## config.mk

```make
export PLATFORM = sky130hd
export DESIGN_NAME = onchip_mem_byte_streamer_flat
export DESIGN_NICKNAME = d
export VERILOG_FILES = /design/src/rtl/onchip_mem_byte_streamer_if.sv /design/src/rtl/onchip_mem_byte_streamer.sv /design/src/flat_wrapper.sv
export SDC_FILE = /design/constraint.sdc
export NUM_CORES = 1
export LEC_CHECK = 0
export BUFFER_PORTS_ARGS = -buffer_cell sky130_fd_sc_hd__buf_4
export CORE_ASPECT_RATIO = 0.7
export CORE_UTILIZATION = 45
export CTS_CLUSTER_SIZE = 14
export DETAILED_ROUTE_END_ITERATION = 8
export GPL_TIMING_DRIVEN = 0
export PLACE_DENSITY = 0.77
export SYNTH_ARGS = -nofsm -noshare
export SYNTH_HDL_FRONTEND = slang
export SYNTH_SLANG_ARGS = --single-unit
```

## constraint.sdc

```tcl
create_clock -name clk -period 3.96 [get_ports clk]
set_input_delay 0.198 -clock clk [delete_from_list [all_inputs] [get_ports clk]]
set_output_delay 0.198 -clock clk [all_outputs]
set_load 0.02 [all_outputs]
```

## src/rtl/onchip_mem_byte_streamer_if.sv

```systemverilog
// Bus bundle for the byte streamer: the RAM read port and the
// valid/ready byte stream to the serial transmitter.
// The master side is the streamer; the slave side is the RAM plus transmitter.
interface onchip_mem_byte_streamer_if #(
    parameter int ADDR_W = 11
);
    logic [ADDR_W-1:0] mem_address;
    logic              mem_chipselect;
    logic              mem_write;
    logic [3:0]        mem_byteenable;
    logic              mem_clken;
    logic [31:0]       mem_readdata;
    logic [7:0]        tx_data;
    logic              tx_valid;
    logic              tx_ready;

    modport master (
        output mem_address, mem_chipselect, mem_write, mem_byteenable, mem_clken,
        input  mem_readdata,
        output tx_data, tx_valid,
        input  tx_ready
    );

    modport slave (
        input  mem_address, mem_chipselect, mem_write, mem_byteenable, mem_clken,
        output mem_readdata,
        input  tx_data, tx_valid,
        output tx_ready
    );
endinterface

```

## src/rtl/onchip_mem_byte_streamer.sv

```systemverilog
// Read-side DMA stage: fetches a run of 32-bit words from on-chip RAM and
// streams them out LSB-first as bytes over a valid/ready interface.
// Every word costs one READ cycle (address out) and one CAPT cycle (data in)
// before its bytes can be sent back-to-back.
module onchip_mem_byte_streamer #(
    parameter int ADDR_W = 11,
    parameter int LEN_W  = 13
) (
    input  logic              clk,
    input  logic              reset_n,
    input  logic              start,
    input  logic [ADDR_W-1:0] start_addr,
    input  logic [LEN_W-1:0]  byte_count,
    input  logic              abort,
    output logic              busy,
    output logic              done,
    onchip_mem_byte_streamer_if.master bus
);

    typedef enum logic [2:0] {
        S_IDLE,
        S_READ,
        S_CAPT,
        S_SEND,
        S_DONE
    } state_t;

    state_t            state_q, state_d;
    logic [ADDR_W-1:0] addr_q, addr_d;
    logic [LEN_W-1:0]  rem_q, rem_d;
    logic [1:0]        idx_q, idx_d;
    logic [31:0]       word_q, word_d;
    logic [7:0]        tx_data_q, tx_data_d;
    logic              tx_valid_q, tx_valid_d;
    logic              busy_q, busy_d;
    logic              done_q, done_d;
    logic [ADDR_W-1:0] mem_address_q, mem_address_d;
    logic              mem_cs_q, mem_cs_d;

    // Next-state and next-output logic; abort overrides everything outside IDLE
    always_comb begin
        state_d       = state_q;
        addr_d        = addr_q;
        rem_d         = rem_q;
        idx_d         = idx_q;
        word_d        = word_q;
        tx_data_d     = tx_data_q;
        tx_valid_d    = tx_valid_q;
        busy_d        = busy_q;
        done_d        = 1'b0;
        mem_address_d = mem_address_q;
        mem_cs_d      = 1'b0;

        case (state_q)
            S_IDLE: begin
                if (start && !abort) begin
                    busy_d = 1'b1;
                    if (byte_count != '0) begin
                        addr_d        = start_addr;
                        rem_d         = byte_count;
                        mem_address_d = start_addr;
                        mem_cs_d      = 1'b1;
                        state_d       = S_READ;
                    end else begin
                        done_d  = 1'b1;
                        state_d = S_DONE;
                    end
                end
            end
            S_READ: begin
                state_d = S_CAPT;
            end
            S_CAPT: begin
                word_d     = bus.mem_readdata;
                idx_d      = 2'd0;
                tx_data_d  = bus.mem_readdata[7:0];
                tx_valid_d = 1'b1;
                state_d    = S_SEND;
            end
            S_SEND: begin
                if (tx_valid_q && bus.tx_ready) begin
                    rem_d = rem_q - 1'b1;
                    idx_d = idx_q + 2'd1;
                    if (rem_q == LEN_W'(1)) begin
                        tx_valid_d = 1'b0;
                        done_d     = 1'b1;
                        state_d    = S_DONE;
                    end else if (idx_q == 2'd3) begin
                        tx_valid_d    = 1'b0;
                        addr_d        = addr_q + 1'b1;
                        mem_address_d = addr_q + 1'b1;
                        mem_cs_d      = 1'b1;
                        state_d       = S_READ;
                    end else begin
                        tx_data_d = word_q[{idx_d, 3'b000} +: 8];
                    end
                end
            end
            S_DONE: begin
                busy_d  = 1'b0;
                state_d = S_IDLE;
            end
            default: begin
                state_d    = S_IDLE;
                busy_d     = 1'b0;
                tx_valid_d = 1'b0;
            end
        endcase

        if (abort && (state_q != S_IDLE)) begin
            state_d    = S_IDLE;
            tx_valid_d = 1'b0;
            busy_d     = 1'b0;
            done_d     = 1'b0;
            mem_cs_d   = 1'b0;
        end
    end

    // State and registered outputs, synchronous active-low reset
    always_ff @(posedge clk) begin
        if (!reset_n) begin
            state_q       <= S_IDLE;
            addr_q        <= '0;
            rem_q         <= '0;
            idx_q         <= 2'd0;
            word_q        <= 32'h0;
            tx_data_q     <= 8'h00;
            tx_valid_q    <= 1'b0;
            busy_q        <= 1'b0;
            done_q        <= 1'b0;
            mem_address_q <= '0;
            mem_cs_q      <= 1'b0;
        end else begin
            state_q       <= state_d;
            addr_q        <= addr_d;
            rem_q         <= rem_d;
            idx_q         <= idx_d;
            word_q        <= word_d;
            tx_data_q     <= tx_data_d;
            tx_valid_q    <= tx_valid_d;
            busy_q        <= busy_d;
            done_q        <= done_d;
            mem_address_q <= mem_address_d;
            mem_cs_q      <= mem_cs_d;
        end
    end

    assign busy               = busy_q;
    assign done               = done_q;
    assign bus.mem_address    = mem_address_q;
    assign bus.mem_chipselect = mem_cs_q;
    assign bus.mem_write      = 1'b0;
    assign bus.mem_byteenable = 4'hF;
    assign bus.mem_clken      = 1'b1;
    assign bus.tx_data        = tx_data_q;
    assign bus.tx_valid       = tx_valid_q;

endmodule

```

## src/flat_wrapper.sv

```systemverilog
// flat-port wrapper written by rule: the top's interface ports become plain ports
module onchip_mem_byte_streamer_flat 
#(
    parameter int ADDR_W = 11,
    parameter int LEN_W  = 13
)
  (clk, reset_n, start, start_addr, byte_count, abort, busy, done, bus_mem_address, bus_mem_chipselect, bus_mem_write, bus_mem_byteenable, bus_mem_clken, bus_mem_readdata, bus_tx_data, bus_tx_valid, bus_tx_ready);
  onchip_mem_byte_streamer_if #(.ADDR_W(ADDR_W)) bus_i ();
  input  logic clk;
  input  logic reset_n;
  input  logic start;
  input  logic [ADDR_W-1:0] start_addr;
  input  logic [LEN_W-1:0] byte_count;
  input  logic abort;
  output logic busy;
  output logic done;
  output wire logic [$bits(bus_i.mem_address)-1:0] bus_mem_address;
  output wire logic [$bits(bus_i.mem_chipselect)-1:0] bus_mem_chipselect;
  output wire logic [$bits(bus_i.mem_write)-1:0] bus_mem_write;
  output wire logic [$bits(bus_i.mem_byteenable)-1:0] bus_mem_byteenable;
  output wire logic [$bits(bus_i.mem_clken)-1:0] bus_mem_clken;
  input wire logic [$bits(bus_i.mem_readdata)-1:0] bus_mem_readdata;
  output wire logic [$bits(bus_i.tx_data)-1:0] bus_tx_data;
  output wire logic [$bits(bus_i.tx_valid)-1:0] bus_tx_valid;
  input wire logic [$bits(bus_i.tx_ready)-1:0] bus_tx_ready;
  assign bus_mem_address = bus_i.mem_address;
  assign bus_mem_chipselect = bus_i.mem_chipselect;
  assign bus_mem_write = bus_i.mem_write;
  assign bus_mem_byteenable = bus_i.mem_byteenable;
  assign bus_mem_clken = bus_i.mem_clken;
  assign bus_i.mem_readdata = bus_mem_readdata;
  assign bus_tx_data = bus_i.tx_data;
  assign bus_tx_valid = bus_i.tx_valid;
  assign bus_i.tx_ready = bus_tx_ready;
  onchip_mem_byte_streamer #(.ADDR_W(ADDR_W), .LEN_W(LEN_W)) u_core (.clk(clk), .reset_n(reset_n), .start(start), .start_addr(start_addr), .byte_count(byte_count), .abort(abort), .busy(busy), .done(done), .bus(bus_i));
endmodule
```

==> impl_metrics.tcl <==
set metrics [dict create \
    diodes 0 \
    slowest_delay_ns 0.46 \
    cts_tree "done" \
    ant_nets 0 \
    pre_cts_ws_ns 1.49 \
    skew_ns 0.00524 \
    hold_viol_final 0 \
    grt_overflow_total 0 \
    holdCritPathClass "in -> reg" \
    vias 4007 \
    setup-violations-final 0 \
    drcViolationCount 14 \
    antenna_found_initial 0 \
    num_io_pins 90 \
    cp_max_fo 10 \
    grt_pass1_vias 3606 \
    seq_area_frac_synth_pct 38.6 \
    die_height_um 78.8 \
    synth.distinct_cells 61 \
    period_share_pct 64.5 \
    ys_ff_latch 73 \
    maxSlewHeadroom_pct 53.6 \
    synth_edf_count 0 \
    drt-total-wl_um 11500 \
    rsz0062_at_grt "no" \
    cpMaxStageDelayCell "clkbuf_1" \
    fp.dieW_um 112 \
    avgSynthCellArea_um2 7.89 \
    dr.pass1.iters 7 \
    synthCells 480 \
    period_needed_ns 2.55 \
    ys_top_cells_by_area "dfxtp_1 39%, nand2_1 12%, a21oi_1 8.3%" \
    wire_per_inst_um 16.9 \
    synth_top_area_share_pct 38.6 \
    clock_latency_ns 0.34 \
    setup_ws_ns 1.41 \
    die_area_um2 8790 \
    p_per_area_nw_per_um2 391 \
    place_hpwl_um 8380 \
    timing.final.max_slew_violations 0 \
    cts_setup_buffers 0 \
    area.growth.synth_to_final_pct 28.4 \
    final_core_util_pct 60.7 \
    violations "DRC" \
    status "complete, but fails checks" \
    cts.reportedPaths.clkPinSlew_ns 0.06 \
    grt_max_degree 12 \
    cp_num_buf_inv 1 \
    gr-usage-all-layers_pct 26.7 \
    core-area_um2 8010 \
    irDropWorstVdd_mv 0.286 \
    root_buffer "clkbuf_16" \
    cts_buffer_depth 2 \
    yosysMostFrequentCell "nand2_1" \
    port_buffers 83 \
    grt_pass1_wl_um 18100 \
    yosys.area.top_type "dfxtp_1" \
    p_leak_uw 0.00190 \
    post_route_cells_drive_above_1_share_pct 22.7 \
    start_util_pct 47.3 \
    crit_chain "ha_1, nor4b_1, nand3_1, a31oi_1, or2_2, clkbuf_1, o221a_2" \
    cp.arrival_ns 2.84 \
    fmax_ghz 0.392 \
    synth_common_cells "120 x nand2_1, 73 x dfxtp_1, 63 x a21oi_1, 32 x nor2_1, 28 x clkbuf_1" \
    drtIter0Drc 463 \
    criticalPathCategory "reg -> reg" \
    cts_made_buffers 9 \
    vias_per_cell 5.87 \
    cp-start-kind "register" \
    async_flop_share_pct 0 \
    cts_sinks 73 \
    synth_area_um2 3790 \
    maxCapViolCount 0 \
    cp_data_required_time_ns 4.24 \
    timing.setup.tns_ns 0 \
    critPathTopFamily "simple AND/OR/NAND/NOR gates" \
    globalplace.congestion 0.879 \
    ys_warn_count 0 \
    post_cts_resized 0 \
    hold_buffers 0 \
    num_rows 27 \
    layout.nets 643 \
    worst_pin_slew_ns 0.695 \
    ys.flop_type "dfxtp_1" \
    end_kind "register" \
    h-tree-depth 3 \
]
==> worst register-to-register path: stages (launching register included) <==
cell      delay, ns
dfxtp_1        0.42
ha_1           0.19
nor4b_1        0.29
nand3_1        0.23
a31oi_1        0.42
or2_2          0.20
clkbuf_1       0.46
o221a_2        0.29
==> registers in the layout (all words and copies together), names as in the netlist <==
| register | flops |
|---|---|
| u_core.done | 1 |
| u_core.busy | 1 |
| u_core.rem_q | 13 |
| u_core.word_q | 32 |
| u_core.idx_q | 2 |
| u_core.bus.mem_address | 11 |
| u_core.state_q | 3 |
| u_core.bus.tx_data | 8 |
| u_core.bus.tx_valid | 1 |
| u_core.bus.mem_chipselect | 1 |
==> layout make-up <==
class,instances,area [um^2]
fill,711,3140
multi-input combinational,364,2100
sequential,73,1460
timing repair buffer,83,623
clock buffer,12,246
buffer,41,215
tap,101,126
clock inverter,3,65.1
inverter,6,22.5
==> placed cells by master (no fill, tap or decap), types with 3 or more instances in the layout <==
cell,instances
nand2_1,120
buf_4,89
dfxtp_1,73
a21oi_1,63
nor2_1,32
clkbuf_1,30
nor3_1,12
o21ai_0,11
a21o_1,9
clkbuf_16,9
mux4_2,8
nand4_1,7
inv_1,6
nor4_1,6
o32ai_1,6
o31ai_1,6
conb_1,6
nand3_1,5
nand2b_1,5
o311ai_0,5
clkbuf_8,4
o221a_2,4
ha_1,4
or4_4,3
and2_1,3
o211ai_1,3
or2_2,3
a31oi_1,3
==> path summary, 6_finish.rpt <==
| path | from | to | slack [ns] | cells after the start |
|---|---|---|---|---|
| setup / recovery | u_core.rem_q[0] | u_core.bus.mem_address[8] | 1.41 | 7 |
| hold / removal | bus_mem_readdata[16] | u_core.word_q[16] | 0.11 | 3 |
| setup reg to reg | u_core.rem_q[0] | u_core.bus.mem_address[8] | 1.41 | 7 |
| hold reg to reg | u_core.word_q[0] | u_core.word_q[0] | 0.45 | 2 |
==> metrics by stage <==
| stage | area, um^2 | hold WS (ns) | instances | total power, uW |
|---|---|---|---|---|
| 2_1_floorplan | 3800 | 0.334 | 484 | 937 |
| 3_3_place_gp | 4550 | 0.441 | 668 | 1040 |
| 3_5_place_dp | 4550 | 0.447 | 668 | 1040 |
| 4_1_cts | 4860 | 0.102 | 683 | 1910 |
| 5_1_grt | 4860 | 0.107 | 683 | 1970 |
| 6_report | 4860 | 0.108 | 683 | 1900 |
==> report_power, final <==
group / switching [uW] / internal, uW
sequential: 26.7 / 760
clock: 305 / 565
combinational: 132 / 116
total: 463 / 1440
==> layer usage <==
metal	vias up	wire length (um)	global-route usage (%)
met5	-	0	0
met4	0	142	8.24
met3	15	1120	6.95
met2	210	5070	39.9
met1	1878	5190	37.7
li1	1904	-	-
==> cell families after synthesis <==
logic type,count (synthesis),synth area share (%)
and+or+nand+nor,212,25.6
AOI/OAI and AO/OA,131,22.5
DFF,73,38.6
buffers and inverters,47,6.28
muxes,10,5.29
adders and majority gates,4,1.32
other,2,0.198
xor gates and xnor gates,1,0.231
(Power assumes the default switching activity.)
